==> config.mk <==
export PLATFORM = sky130hd
export DESIGN_NAME = prml_read_ctrl_flat
export DESIGN_NICKNAME = d
export VERILOG_FILES = /design/src/rtl/prml_read_ctrl_if.sv /design/src/rtl/prml_read_ctrl.sv /design/src/flat_wrapper.sv
export SDC_FILE = /design/constraint.sdc
export NUM_CORES = 1
export LEC_CHECK = 0
export CORE_ASPECT_RATIO = 1.4
export CORE_UTILIZATION = 65
export CTS_BUF_LIST = sky130_fd_sc_hd__clkbuf_16
export CTS_CLUSTER_DIAMETER = 120
export DETAILED_ROUTE_END_ITERATION = 10
export DONT_BUFFER_PORTS = 1
export PLACE_DENSITY = 0.81
export SYNTH_ARGS = -nofsm -noshare
export SYNTH_HDL_FRONTEND = slang
export SYNTH_SLANG_ARGS = --single-unit
==> constraint.sdc <==
create_clock -name clock -period 4.08 [get_ports clock]
set_input_delay 1.224 -clock clock [delete_from_list [all_inputs] [get_ports clock]]
set_output_delay 1.224 -clock clock [all_outputs]
set_load 0.005 [all_outputs]
==> src/rtl/prml_read_ctrl_if.sv <==
// prml_read_ctrl_if: bundle of decoder stream, byte handshake and frame status signals for prml_read_ctrl
// master: frame requester / decoder / byte consumer side; slave: the read controller
interface prml_read_ctrl_if;
  logic       start;
  logic [7:0] frame_len;
  logic       dec_bit;
  logic       dec_valid;
  logic       dec_error;
  logic       dec_en;
  logic [7:0] byte_data;
  logic       byte_valid;
  logic       byte_ready;
  logic       busy;
  logic       done;
  logic       abort;
  logic [1:0] status;
  logic [3:0] err_count;
  modport master (
    output start, frame_len, dec_bit, dec_valid, dec_error, byte_ready,
    input  dec_en, byte_data, byte_valid, busy, done, abort, status, err_count
  );
  modport slave (
    input  start, frame_len, dec_bit, dec_valid, dec_error, byte_ready,
    output dec_en, byte_data, byte_valid, busy, done, abort, status, err_count
  );
endinterface

==> src/rtl/prml_read_ctrl.sv <==
// prml_read_ctrl: hunts a sync word in the decoded bitstream, then assembles frame_len payload bytes
// clock/reset: single clock, synchronous active-high reset; bus: prml_read_ctrl_if slave modport
module prml_read_ctrl #(
  parameter logic [7:0] SYNC_WORD    = 8'b1010_0001,
  parameter int         HUNT_TIMEOUT = 64,
  parameter int         ERR_LIMIT    = 4
) (
  input logic            clock,
  input logic            reset,
  prml_read_ctrl_if.slave bus
);
  localparam int HW = $clog2(HUNT_TIMEOUT + 1);
  typedef enum logic [1:0] {IDLE, HUNT, DATA, FLUSH} state_t;
  state_t          state_q, state_d;
  logic [7:0]      len_q, len_d, shift_q, shift_d, byte_cnt_q, byte_cnt_d, byte_data_q, byte_data_d;
  logic [HW-1:0]   hunt_cnt_q, hunt_cnt_d;
  logic [2:0]      bit_cnt_q, bit_cnt_d;
  logic [3:0]      err_q, err_d;
  logic [1:0]      status_q, status_d;
  logic            byte_valid_q, byte_valid_d, done_q, done_d, abort_q, abort_d;
  logic [7:0]      shift_nx;
  logic            bit_in, err_in, err_hit;
  always_comb begin
    bit_in       = bus.dec_valid && (state_q == HUNT || state_q == DATA);
    shift_nx     = {shift_q[6:0], bus.dec_bit};
    err_in       = bit_in && bus.dec_error;
    err_d        = (err_in && err_q != 4'hf) ? err_q + 4'd1 : err_q;
    err_hit      = err_in && (32'(err_d) >= 32'(ERR_LIMIT));
    state_d      = state_q;
    len_d        = len_q;
    shift_d      = bit_in ? shift_nx : shift_q;
    hunt_cnt_d   = hunt_cnt_q;
    bit_cnt_d    = bit_cnt_q;
    byte_cnt_d   = byte_cnt_q;
    byte_data_d  = byte_data_q;
    byte_valid_d = byte_valid_q && !bus.byte_ready;
    status_d     = status_q;
    done_d       = 1'b0;
    abort_d      = 1'b0;
    case (state_q)
      IDLE: if (bus.start) begin
        state_d    = HUNT;
        len_d      = bus.frame_len;
        err_d      = 4'd0;
        status_d   = 2'b00;
        shift_d    = 8'd0;
        hunt_cnt_d = '0;
        bit_cnt_d  = 3'd0;
        byte_cnt_d = 8'd0;
      end
      HUNT: if (bit_in) begin
        hunt_cnt_d = hunt_cnt_q + 1'b1;
        if (err_hit) begin
          state_d  = IDLE;
          abort_d  = 1'b1;
          status_d = 2'b10;
        end else if (shift_nx == SYNC_WORD) begin
          // an empty frame completes as soon as the sync mark is found
          state_d = (len_q == 8'd0) ? IDLE : DATA;
          done_d  = (len_q == 8'd0);
        end else if (hunt_cnt_d == HW'(HUNT_TIMEOUT)) begin
          state_d  = IDLE;
          abort_d  = 1'b1;
          status_d = 2'b01;
        end
      end
      DATA: if (bit_in) begin
        bit_cnt_d = bit_cnt_q + 3'd1;
        if (err_hit) begin
          state_d  = IDLE;
          abort_d  = 1'b1;
          status_d = 2'b10;
        end else if (bit_cnt_q == 3'd7) begin
          // a byte handed over this very cycle frees the output register
          if (byte_valid_q && !bus.byte_ready) begin
            state_d  = IDLE;
            abort_d  = 1'b1;
            status_d = 2'b11;
          end else begin
            byte_data_d  = shift_nx;
            byte_valid_d = 1'b1;
            byte_cnt_d   = byte_cnt_q + 8'd1;
            state_d      = (byte_cnt_d == len_q) ? FLUSH : DATA;
          end
        end
      end
      FLUSH: if (byte_valid_q && bus.byte_ready) begin
        state_d = IDLE;
        done_d  = 1'b1;
      end
      default: state_d = IDLE;
    endcase
    if (abort_d) byte_valid_d = 1'b0;
  end
  always_ff @(posedge clock) begin
    if (reset) begin
      state_q      <= IDLE;
      len_q        <= 8'd0;
      shift_q      <= 8'd0;
      hunt_cnt_q   <= '0;
      bit_cnt_q    <= 3'd0;
      byte_cnt_q   <= 8'd0;
      byte_data_q  <= 8'd0;
      byte_valid_q <= 1'b0;
      err_q        <= 4'd0;
      status_q     <= 2'b00;
      done_q       <= 1'b0;
      abort_q      <= 1'b0;
    end else begin
      state_q      <= state_d;
      len_q        <= len_d;
      shift_q      <= shift_d;
      hunt_cnt_q   <= hunt_cnt_d;
      bit_cnt_q    <= bit_cnt_d;
      byte_cnt_q   <= byte_cnt_d;
      byte_data_q  <= byte_data_d;
      byte_valid_q <= byte_valid_d;
      err_q        <= err_d;
      status_q     <= status_d;
      done_q       <= done_d;
      abort_q      <= abort_d;
    end
  end
  assign bus.dec_en     = state_q == HUNT || state_q == DATA;
  assign bus.busy       = state_q != IDLE;
  assign bus.byte_data  = byte_data_q;
  assign bus.byte_valid = byte_valid_q;
  assign bus.done       = done_q;
  assign bus.abort      = abort_q;
  assign bus.status     = status_q;
  assign bus.err_count  = err_q;
endmodule
==> src/flat_wrapper.sv <==
// flat-port wrapper written by rule: the top's interface ports become plain ports
module prml_read_ctrl_flat 
#(
  parameter logic [7:0] SYNC_WORD    = 8'b1010_0001,
  parameter int         HUNT_TIMEOUT = 64,
  parameter int         ERR_LIMIT    = 4
)
  (clock, reset, bus_start, bus_frame_len, bus_dec_bit, bus_dec_valid, bus_dec_error, bus_byte_ready, bus_dec_en, bus_byte_data, bus_byte_valid, bus_busy, bus_done, bus_abort, bus_status, bus_err_count);
  prml_read_ctrl_if bus_i ();
  input logic clock;
  input logic reset;
  input wire logic [$bits(bus_i.start)-1:0] bus_start;
  input wire logic [$bits(bus_i.frame_len)-1:0] bus_frame_len;
  input wire logic [$bits(bus_i.dec_bit)-1:0] bus_dec_bit;
  input wire logic [$bits(bus_i.dec_valid)-1:0] bus_dec_valid;
  input wire logic [$bits(bus_i.dec_error)-1:0] bus_dec_error;
  input wire logic [$bits(bus_i.byte_ready)-1:0] bus_byte_ready;
  output wire logic [$bits(bus_i.dec_en)-1:0] bus_dec_en;
  output wire logic [$bits(bus_i.byte_data)-1:0] bus_byte_data;
  output wire logic [$bits(bus_i.byte_valid)-1:0] bus_byte_valid;
  output wire logic [$bits(bus_i.busy)-1:0] bus_busy;
  output wire logic [$bits(bus_i.done)-1:0] bus_done;
  output wire logic [$bits(bus_i.abort)-1:0] bus_abort;
  output wire logic [$bits(bus_i.status)-1:0] bus_status;
  output wire logic [$bits(bus_i.err_count)-1:0] bus_err_count;
  assign bus_i.start = bus_start;
  assign bus_i.frame_len = bus_frame_len;
  assign bus_i.dec_bit = bus_dec_bit;
  assign bus_i.dec_valid = bus_dec_valid;
  assign bus_i.dec_error = bus_dec_error;
  assign bus_i.byte_ready = bus_byte_ready;
  assign bus_dec_en = bus_i.dec_en;
  assign bus_byte_data = bus_i.byte_data;
  assign bus_byte_valid = bus_i.byte_valid;
  assign bus_busy = bus_i.busy;
  assign bus_done = bus_i.done;
  assign bus_abort = bus_i.abort;
  assign bus_status = bus_i.status;
  assign bus_err_count = bus_i.err_count;
  prml_read_ctrl #(.SYNC_WORD(SYNC_WORD), .HUNT_TIMEOUT(HUNT_TIMEOUT), .ERR_LIMIT(ERR_LIMIT)) u_core (.clock(clock), .reset(reset), .bus(bus_i));
endmodule
Word level (Yosys, flattened, before mapping)
Cells that the tools add are included.
{"block": "totals", "ff_bits": 53, "in_bits": 15}
{"block": "classes", "add_sub_neg": 4, "order_cmp": 1, "eq_ne": 20, "n_mux": 59, "n_bitwise": 2, "n_reduce_logical": 22}
{"cell": "$mux 8", "count": 8}
{"cell": "$mux 2", "count": 20}
{"cell": "$mux 1", "count": 17}
{"cell": "$pmux 8 s2", "count": 1}
{"cell": "$mux 7", "count": 2}
{"cell": "$pmux 7 s2", "count": 1}
{"cell": "$mux 4", "count": 3}
{"cell": "$reduce_and 6->1", "count": 2}
{"cell": "$ne 3x1->1 const B", "count": 3}
{"cell": "$add 8x1->8 const B", "count": 1}
{"cell": "$eq 8x8->1", "count": 1}
{"cell": "$eq 8x8->1 const B", "count": 1}
{"cell": "$logic_not 8->1", "count": 1}
{"cell": "$ne 2x1->1 const B", "count": 4}
{"cell": "$pmux 2 s4", "count": 1}
{"cell": "$reduce_and 8->1", "count": 1}
{"cell": "$add 7x1->7 const B", "count": 1}
{"cell": "$eq 7x7->1 const B", "count": 1}
{"cell": "$logic_and 1x1->1", "count": 6}
{"cell": "$mux 3", "count": 2}
{"cell": "$ne 2x2->1 const B", "count": 3}
{"cell": "$pmux 2 s3", "count": 1}
{"cell": "$pmux 3 s2", "count": 1}
{"cell": "$reduce_and 3->1", "count": 2}
{"cell": "19 further kinds", "count": 24}

Depth between registers and ports, before layout
Gate-level depths: netlist of the first run.
{"block": "logic_depth", "depth_word": 12, "depth_mapped": 9}

Least setup slack after synthesis of the first run
Ideal clock, no wire load.
{"block": "synth_timing", "path_type": "input to register", "from": "input port bus_dec_valid", "to": "register u_core.state_q[1]", "setup_ns": 0.128, "arrival_ns": 2.505, "path_slack_ns": 1.448, "path_stages": 7, "path_buffers": 1, "cell_sequence": "and3_1 o311a_1 buf_2 nor3b_1 a211oi_1 mux2i_1 nor2_1"}
{"block": "synth_between", "elab_chain_cells": 9, "elab_cells_between_ends": 16, "classes_between": "order compare (1); eq/ne (4); mux (6); reduce/logical (5)"}
{"element": "from (decl)", "line_no": "flat_wrapper.sv:15", "rtl": "input wire logic [$bits(bus_i.dec_valid)-1:0] bus_dec_valid;"}
{"element": "$logic_and 1x1->1 (*)", "line_no": "prml_read_ctrl.sv:24", "rtl": "bit_in = bus.dec_valid && (state_q == HUNT || state_q == DATA);"}
{"element": "$logic_and 1x1->1", "line_no": "prml_read_ctrl.sv:26", "rtl": "err_in = bit_in && bus.dec_error;"}
{"element": "$logic_and 1x1->1", "line_no": "prml_read_ctrl.sv:27", "rtl": "err_d = (err_in && err_q != 4'hf) ? err_q + 4'd1 : err_q;"}
{"element": "$mux 4", "line_no": "prml_read_ctrl.sv:27"}
{"element": "$ge 4x3->1", "line_no": "prml_read_ctrl.sv:28", "rtl": "err_hit = err_in && (32'(err_d) >= 32'(ERR_LIMIT));"}
{"element": "$logic_and 1x1->1", "line_no": "prml_read_ctrl.sv:28"}
{"element": "$mux 2, on equally long branches", "line_no": "prml_read_ctrl.sv:69, prml_read_ctrl.sv:53"}
{"element": "$mux 2, on equally long branches", "line_no": "prml_read_ctrl.sv:67, prml_read_ctrl.sv:51"}
{"element": "$pmux 2 s4", "line_no": "prml_read_ctrl.sv:40", "rtl": "case (state_q)"}
{"element": "to (signal assigned)", "line_no": "prml_read_ctrl.sv:110", "rtl": "state_q <= state_d;"}
{"element": "to (decl)", "line_no": "prml_read_ctrl.sv:14", "rtl": "state_t state_q, state_d;"}
Every way passes the cells marked *; elsewhere a longest branch is shown, timed or not. The select of a mux whose other input is x is not followed.
A chain may end at the register's enable or synchronous reset.

Worst setup path after layout of the first run
{"block": "layout_timing", "from": "register u_core.state_q[0]", "to": "register u_core.status_q[0], in the netlist u_core.bus.status[0]"}
{"block": "layout_between", "elab_chain_cells": 11, "elab_cells_between_ends": 24, "classes_between": "order compare (1); eq/ne (9); mux (6); reduce/logical (8)"}
{"element": "$eq 2x1->1 or $eq 2x2->1 (tied branches)"}
{"element": "$logic_or 1x1->1 (*)"}
{"element": "named net bus_dec_en", "line_no": "flat_wrapper.sv:18", "rtl": "output wire logic [$bits(bus_i.dec_en)-1:0] bus_dec_en;"}
{"element": "$logic_and 1x1->1 (*)", "line_no": "prml_read_ctrl.sv:24"}
{"element": "$logic_and 1x1->1", "line_no": "prml_read_ctrl.sv:26"}
{"element": "$logic_and 1x1->1", "line_no": "prml_read_ctrl.sv:27"}
{"element": "$mux 4", "line_no": "prml_read_ctrl.sv:27"}
{"element": "$ge 4x3->1", "line_no": "prml_read_ctrl.sv:28"}
{"element": "$logic_and 1x1->1", "line_no": "prml_read_ctrl.sv:28"}
{"element": "$mux 2, on equally long branches", "line_no": "prml_read_ctrl.sv:69, prml_read_ctrl.sv:53"}
{"element": "$mux 2, on equally long branches", "line_no": "prml_read_ctrl.sv:67, prml_read_ctrl.sv:51"}
{"element": "$pmux 2 s3", "line_no": "prml_read_ctrl.sv:40"}
{"element": "to (signal assigned)", "line_no": "prml_read_ctrl.sv:119", "rtl": "status_q <= status_d;"}
{"element": "to (decl)", "line_no": "prml_read_ctrl.sv:19", "rtl": "logic [1:0] status_q, status_d;"}
The timed path passes the listed nets; every way through them passes the cells marked *. The select of a mux whose other input is x is not followed.

==> summary.md, run 1 <==
| Metric | Value |
|---|---|
| DIE HEIGHT | around 79 µm |
| Util after Layout | slightly above 70% |
| Worst-path cell with the longest stage delay | sky130_fd_sc_hd__o311a_1 |
| Area of the core region | 3986 µm² |
| Outcome | complete, but fails checks |
| Number of buffers created by CTS | 5 |
| Count of hold-fix buffers inserted at cts | 0 |
| Count of unresolved DRC violations after routing | 8 |
| Cell type group with the largest total delay on the critical path | compound AO/OA/AOI/OAI gates |
| Count of endpoints failing setup in the final report | 0 |
| Crit Path Class | flop to flop |
| Minimum period implied by the final worst setup slack | 2.702 ns |
| Input/output buffers | 0 |
| Via count | approximately 2400 |
| Number of max-capacitance violations reported | 0 |
| Combined area of the multi-input logic cells | 1607 µm² |
| Fraction of synthesized area in multiplexers | 4.366% |
| Overflow left after global routing | 0 |
| CP Buf/Inv Count | 1 |
| Root Buffer Master | sky130_fd_sc_hd__clkbuf_16 |
| Leakage Power | 1.069 nW |
| Total Wirelength | around 6.0 mm |
| Kind of start point of the critical path | flop |
| Post-synthesis async set-or-reset flop share | 0% |
| CTS resizes | 0 |
| Setup TNS after final layout | 0 ns |
| DR iter-0 viols | 142 |
| Maximum fanout encountered on the critical timing path | 13 |
| Slew Limit Fails | 0 |
| Ratio of cells with drive above 1 in the final layout | under 10% |
| Leading cell types by total area after synthesis | sky130_fd_sc_hd__dfxtp_1 (38%), sky130_fd_sc_hd__nand2_1 (7.9%), sky130_fd_sc_hd__a21oi_1 (7.1%) |
| Setup repair after global routing missed its margin | no |
| Total number of H-tree levels | 2 |
| Average footprint of a synthesized cell | 7.861 µm² |
| Horizontal die dimension | 56.99 µm |
| Area of all sequential standard cells | 1041 µm² |
| Pin count of the biggest net entering global routing | 43 |
| CP cell instances | inv_1, ha_1, and3_1, o311a_1, o21bai_1, a211o_1, or3_1, a21oi_1 |
| Share of the yosys chip area belonging to registers | 37.84% |
| Number of failing hold endpoints at the final stage | 0 |
| Final critical-path share of the clock period | 66.23% |
| Final weighted congestion of routability-driven global placement | approximately 0.86 |
| Synth area leader | sky130_fd_sc_hd__dfxtp_1 |
| Die area | 4501 µm² |
| Number of antenna-violating nets in the routed design | 0 |
| GRT Overall Usage | between 20 and 30% |
| Maximum clock path buffer count | 2 |
| Count of distinct cell types in the synthesized netlist | 53 |
| Starting Density | 69.02% |
| Top_reg_cell synth | sky130_fd_sc_hd__dfxtp_1 |
| Fmax | 370.1 MHz |
| Post-layout nets | 363 |
| Total power divided by cell area | approximately 400 nW/µm² |
| Number of synthesized register bits | 52 |
| Post-synthesis to final-layout area growth | 4.593% |
| Fin cells | about 380 |
| Post-CTS Setup Bufs | 0 |
| Count of fill cells added during filler insertion | around 320 |
| Post-synthesis share of cell area spent on and, or, nand and nor gates | 27.29% |
| Number of warning messages in the yosys log | 0 |
| Wire length of the first global-routing pass | 10.15 mm |
| Tightest Hold Check Type | flop to flop |
| Average via count per standard cell | around 6.3 |
| Routed length per instance | 15.64 µm |
| Top cells by count, synth | sky130_fd_sc_hd__nand2_1 (58), sky130_fd_sc_hd__dfxtp_1 (52), sky130_fd_sc_hd__a21oi_1 (39) |
| Combinational family with the most area after synthesis | simple AND/OR/NAND/NOR gates |
| Synth Area in XOR/XNOR | 3.183% |
| Number of enable-type register cells in the synthesized netlist | 0 |
| First-pass detailed-route iteration total | 7 |
| Rel. slew slack | between 40% and 50% |
| Number of nets in the synthesized netlist | 375 |
| Number of global-route vias before repair | between 2000 and 2500 |
| Worst-case clock skew | approximately 0.0055 ns |
| Mapped Area | 2751 µm² |
| Cell count after synthesis | 350 |
| Top-area cell type share of the netlist area | 37.84% |
| Detailed placer's ending HPWL | 4.304 mm |
| Data arrival time of the critical path | 2.92 ns |
| Initial antenna violation count | 0 |
| Post-Synth Adder-Cell Area | 4.548% |
| Clock tree from TritonCTS | done |
| Cell with the most instances after synthesis | sky130_fd_sc_hd__nand2_1 |
| CP peak stage delay | 0.47 ns |
| Worst slew pin tran | between 0.8 and 0.9 ns |
| Number of sinks handled by clock tree synthesis | 52 |
| Post-route standard cell area excluding fillers | 2878 µm² |
| Number of rows in the core area | 27 |
| Inserted Diodes | 0 |
| Req. time, crit path | 4.30 ns |
| Compound-Gate Fraction of Synth Area | roughly a fifth |
| Total instance count after detailed placement | 374 |
| Clock latency on the worst-skew pair | 0.29 ns |
| Top Ports | 34 |
| Kind of end point of the critical path | flop |
| Violations in the final reports | design-rule violations |
| Post-placement cell area | between 2000 and 3000 µm² |
| IR drop worst, VDD | 0.2135 mV |
| CTS clk-pin slew, worst paths | 0.07 ns |
sequential cells by signal (all words and copies together) (netlist names), 2 cells and up:
register              cells
u_core.bit_cnt_q          3
u_core.bus.byte_data      8
u_core.bus.err_count      4
u_core.bus.status         2
u_core.byte_cnt_q         8
u_core.hunt_cnt_q         7
u_core.len_q              8
u_core.shift_q            7
u_core.state_q            2
placed cells by master, fill, tap and decap left out, types with 2 or more instances in the layout:
| cell | netlist | layout |
|---|---|---|
| sky130_fd_sc_hd__a211oi_1 | 2 | 2 |
| sky130_fd_sc_hd__a21boi_0 | 2 | 2 |
| sky130_fd_sc_hd__a21oi_1 | 39 | 39 |
| sky130_fd_sc_hd__a2bb2oi_1 | 2 | 2 |
| sky130_fd_sc_hd__a31oi_1 | 5 | 5 |
| sky130_fd_sc_hd__a32oi_1 | 3 | 3 |
| sky130_fd_sc_hd__a41oi_1 | 2 | 2 |
| sky130_fd_sc_hd__and2_1 | 6 | 6 |
| sky130_fd_sc_hd__and3_1 | 3 | 3 |
| sky130_fd_sc_hd__clkbuf_16 | 0 | 5 |
| sky130_fd_sc_hd__dfxtp_1 | 52 | 52 |
| sky130_fd_sc_hd__ha_1 | 10 | 10 |
| sky130_fd_sc_hd__inv_1 | 5 | 5 |
| sky130_fd_sc_hd__mux2i_1 | 12 | 12 |
| sky130_fd_sc_hd__nand2_1 | 58 | 58 |
| sky130_fd_sc_hd__nand2b_1 | 3 | 3 |
| sky130_fd_sc_hd__nand3_1 | 11 | 11 |
| sky130_fd_sc_hd__nand4_1 | 5 | 5 |
| sky130_fd_sc_hd__nor2_1 | 32 | 32 |
| sky130_fd_sc_hd__nor2b_1 | 7 | 7 |
| sky130_fd_sc_hd__nor3_1 | 9 | 9 |
| sky130_fd_sc_hd__nor3b_1 | 2 | 2 |
| sky130_fd_sc_hd__nor4_1 | 4 | 4 |
| sky130_fd_sc_hd__o2111ai_1 | 2 | 2 |
| sky130_fd_sc_hd__o211ai_1 | 2 | 2 |
| sky130_fd_sc_hd__o21ai_0 | 9 | 9 |
| sky130_fd_sc_hd__o21ai_1 | 3 | 3 |
| sky130_fd_sc_hd__o22ai_1 | 2 | 2 |
| sky130_fd_sc_hd__o31ai_1 | 2 | 2 |
| sky130_fd_sc_hd__or3_1 | 6 | 6 |
| sky130_fd_sc_hd__or3b_1 | 2 | 2 |
| sky130_fd_sc_hd__xnor2_1 | 5 | 5 |
| sky130_fd_sc_hd__xor2_1 | 5 | 5 |
metrics by stage:
stage / power (mW) / hold slack, ns / setup slack (ns)
after detailed placement: 0.7654 / 0.4510 / 1.180
after floorplan: 0.7181 / 0.4356 / 1.448
after CTS: 1.171 / 0.4598 / 1.411
final: 1.168 / 0.4536 / 1.378
after global placement: 0.7597 / 0.4384 / 1.234
after global routing: 1.223 / 0.4913 / 1.160
final cells by class:
| class | count | area share, % |
|---|---|---|
| tap | 43 | 1.870 |
| multi-input combinational | 272 | 55.83 |
| sequential | 52 | 36.17 |
| inverter | 6 | 0.7826 |
| clock inverter | 3 | 0.7391 |
| clock buffer | 5 | 4.348 |
| timing repair buffer | 1 | 0.2609 |
metal layers:
layer	GRT usage (%)	wire length, µm
met5	0	0
met2	50.24	3001
met3	5.212	251
met1	31.75	2526
met4	13.41	197
worst register-to-register path: stages, from the launching register on:
cell and delay [ns]:
sky130_fd_sc_hd__dfxtp_1 0.39, sky130_fd_sc_hd__inv_1 0.10, sky130_fd_sc_hd__ha_1 0.44, sky130_fd_sc_hd__and3_1 0.27, sky130_fd_sc_hd__o311a_1 0.47, sky130_fd_sc_hd__o21bai_1 0.14
sky130_fd_sc_hd__a211o_1 0.33, sky130_fd_sc_hd__or3_1 0.35, sky130_fd_sc_hd__a21oi_1 0.14
worst paths after layout:
path                                     startpoint                   end  slack, ns  cells after the start
worst max-delay path              u_core.state_q[0]  u_core.bus.status[0]       1.38                      8
worst min-delay path            u_core.bit_cnt_q[1]   u_core.bit_cnt_q[1]       0.45                      2
worst max register to register    u_core.state_q[0]  u_core.bus.status[0]       1.38                      8
worst min register to register  u_core.bit_cnt_q[1]   u_core.bit_cnt_q[1]       0.45                      2
logic make-up (layout without fill, tap and decap cells):
logic type	Yosys count	count (layout)
AND/OR/NAND/NOR	156	156
AO/OA/AOI/OAI	84	84
XOR/XNOR	10	10
multiplexers	12	12
adder cells (fa/ha/maj)	10	10
buffers and inverters	26	15
flip-flops	52	52
power by group:
part	internal [mW]	total [mW]	leakage [nW]	switching, mW
logic	0.0733	0.214	0.579	0.141
clock network	0.228	0.412	0.0702	0.184
registers	0.523	0.542	0.420	0.0199
Note: power is estimated with default switching activity, not from simulation.
==> run 2: changes to the inputs <==
--- a/config.mk
+++ b/config.mk
@@ -6,12 +6,12 @@
 export NUM_CORES = 1
 export LEC_CHECK = 0
 export CORE_ASPECT_RATIO = 1.4
-export CORE_UTILIZATION = 65
+export CORE_UTILIZATION = 63
 export CTS_BUF_LIST = sky130_fd_sc_hd__clkbuf_16
 export CTS_CLUSTER_DIAMETER = 120
 export DETAILED_ROUTE_END_ITERATION = 10
 export DONT_BUFFER_PORTS = 1
-export PLACE_DENSITY = 0.81
+export PLACE_DENSITY = 0.79
 export SYNTH_ARGS = -nofsm -noshare
 export SYNTH_HDL_FRONTEND = slang
 export SYNTH_SLANG_ARGS = --single-unit
==> constraint.sdc (replaced) <==
create_clock -name clock -period 2.5 [get_ports clock]
set_input_delay 0.75 -clock clock [delete_from_list [all_inputs] [get_ports clock]]
set_output_delay 0.75 -clock clock [all_outputs]
set_load 0.005 [all_outputs]
==> run 2 against run 1 <==
Effect of this change:
- setup slack worse by 1.3 ns
- combinational power up 87%
- register-to-register slack worse by 1.3 ns
- critical path depth up 1
- the run now ends clean
- utilization down 1.2 points
- fmax up 14%
- critical path type unchanged
- via count up 3.1%
==> summary.md, run 2 (synthesis results as in run 1) <==
| Metric | Value |
|---|---|
| Area of the core region | 4204 µm² |
| Inserted Diodes | 0 |
| Fmax | roughly 420 MHz |
| Number of global-route vias before repair | 2216 |
| Maximum clock path buffer count | 2 |
| Worst-path cell with the longest stage delay | sky130_fd_sc_hd__o211ai_2 |
| Data arrival time of the critical path | between 2 and 3 ns |
| Number of buffers created by CTS | 5 |
| Detailed placer's ending HPWL | approximately 4.3 mm |
| Clock tree from TritonCTS | done |
| First-pass detailed-route iteration total | 4 |
| Setup repair after global routing missed its margin | no |
| Tightest Hold Check Type | flop to flop |
| Leakage Power | 1.127 nW |
| Number of rows in the core area | 28 |
| Smallest hold slack | 0.4566 ns |
| Horizontal die dimension | about 58 µm |
| Number of sinks handled by clock tree synthesis | 52 |
| Setup TNS after final layout | 0 ns |
| CP peak stage delay | about 0.38 ns |
| Routed met1 length | 2.673 mm |
| Input/output buffers | 0 |
| Count of endpoints failing setup in the final report | 0 |
| Starting Density | 65.45% |
| Ratio of cells with drive above 1 in the final layout | 7.493% |
| Total Wirelength | between 6 and 7 mm |
| Post-placement cell area | 2794 µm² |
| Metal2 WL | 3.289 mm |
| Final critical-path share of the clock period | between 90% and 100% |
| Crit Path Class | flop to flop |
| GRT Overall Usage | between 20 and 30% |
| Highest-count cells in the layout ignoring fill and taps | sky130_fd_sc_hd__nand2_1 (57), sky130_fd_sc_hd__dfxtp_1 (50), sky130_fd_sc_hd__a21oi_1 (39) |
| Number of antenna-violating nets in the routed design | 0 |
| Via count | 2469 |
| Post-route standard cell area excluding fillers | 2984 µm² |
| Root Buffer Master | sky130_fd_sc_hd__clkbuf_16 |
| Die area | 4639 µm² |
| CTS clk-pin slew, worst paths | around 0.070 ns |
| Average via count per standard cell | 6.298 |
| Top Ports | 34 |
| Metal3 WL | 308 µm |
| CP cell instances | inv_1, ha_1, and3_1, o311a_1, buf_4, nor2_1, o211ai_2, mux2i_1, nor2_1 |
| DR iter-0 viols | 120 |
| Final weighted congestion of routability-driven global placement | around 0.88 |
| Reg2Reg Depth | 9 |
| Kind of end point of the critical path | flop |
| Routed length per instance | 16.39 µm |
| Slew Limit Fails | 0 |
| Pin count of the biggest net entering global routing | 43 |
| Count of unresolved DRC violations after routing | 0 |
| Outcome | finished clean |
| Number of max-capacitance violations reported | 0 |
| Cell occurring most often along the worst timing path | sky130_fd_sc_hd__nor2_1 |
| Clock latency on the worst-skew pair | 0.29 ns |
| Total number of H-tree levels | 2 |
| Number of failing hold endpoints at the final stage | 0 |
| Worst slew pin tran | slightly below 0.6 ns |
| Initial antenna violation count | 0 |
| IR drop worst, VDD | between 0.4 and 0.5 mV |
| Post-synthesis to final-layout area growth | 8.458% |
| Most frequent standard cell in the layout excluding fill and tap cells | sky130_fd_sc_hd__nand2_1 |
| Minimum period implied by the final worst setup slack | 2.379 ns |
| Worst-case clock skew | approximately 0.0066 ns |
| Post-layout nets | 371 |
| Rel. slew slack | 60.66% |
| Kind of start point of the critical path | flop |
| Total power divided by cell area | roughly 690 nW/µm² |
| Hold-critical path depth | 2 |
| Wire length of the first global-routing pass | slightly above 10 mm |
| Maximum fanout encountered on the critical timing path | 9 |
| Count of hold-fix buffers inserted at cts | 0 |
| Req. time, crit path | 2.69 ns |
| DIE HEIGHT | ~80 µm |
| Top routing layer in use | met4 |
| Overflow left after global routing | 0 |
[run 2: worst max-delay path, delay by kind of cell (launching register included)]
family / cells / cell delay, ns
AOI/OAI and AO/OA: 2 / 0.75
DFF: 1 / 0.36
and+or+nand+nor: 3 / 0.36
adders and majority gates: 1 / 0.29
buffers and inverters: 2 / 0.28
muxes: 1 / 0.23
[run 2: layout make-up]
| cell class | instances | area [µm²] |
|---|---|---|
| inverters | 6 | 22.52 |
| flip-flops and latches | 52 | 1044 |
| well taps | 45 | 56.30 |
| multi-input cells | 272 | 1630 |
| clock inverters | 3 | 38.79 |
| clock buffers | 5 | 125.1 |
| repair buffers | 9 | 67.56 |
| fillers | 357 | 1220 |
[run 2: stage by stage]
step	instances	util, %	worst slack [ns]	total power, mW
CTS	392	70.36	0.03257	2.039
finish	392	70.98	0.1214	2.054
global route	392	70.98	0.006381	2.144
floorplan	350	-	0.2604	1.172
global placement	384	66.46	0.1598	1.274
detailed placement	384	66.46	0.1125	1.280
[run 2: worst paths after layout]
kind,from,slack (ns),endpoint
setup / recovery,u_core.state_q[0],0.12,u_core.byte_cnt_q[1]
hold / removal,u_core.bit_cnt_q[2],0.46,u_core.bit_cnt_q[2]
setup reg to reg,u_core.state_q[0],0.12,u_core.byte_cnt_q[1]
hold reg to reg,u_core.bit_cnt_q[2],0.46,u_core.bit_cnt_q[2]
[run 2: timing repair]
item                                    CTS  global route
setup buffers                             0             0
resized for setup                         0             7
endpoints found under the setup margin    0            15
[run 2: report_power, final]
group	internal [mW]	switching [mW]	total (mW)
registers	0.854	0.0314	0.886
clock network	0.467	0.301	0.768
logic	0.151	0.250	0.401
total	1.47	0.582	2.05
[run 2: routing by layer]
metal	vias up	global-route usage, %
met5	-	0
met2	71	49.54
li1	1234	-
met1	1149	33.30
met3	15	6.119
met4	0	10.48
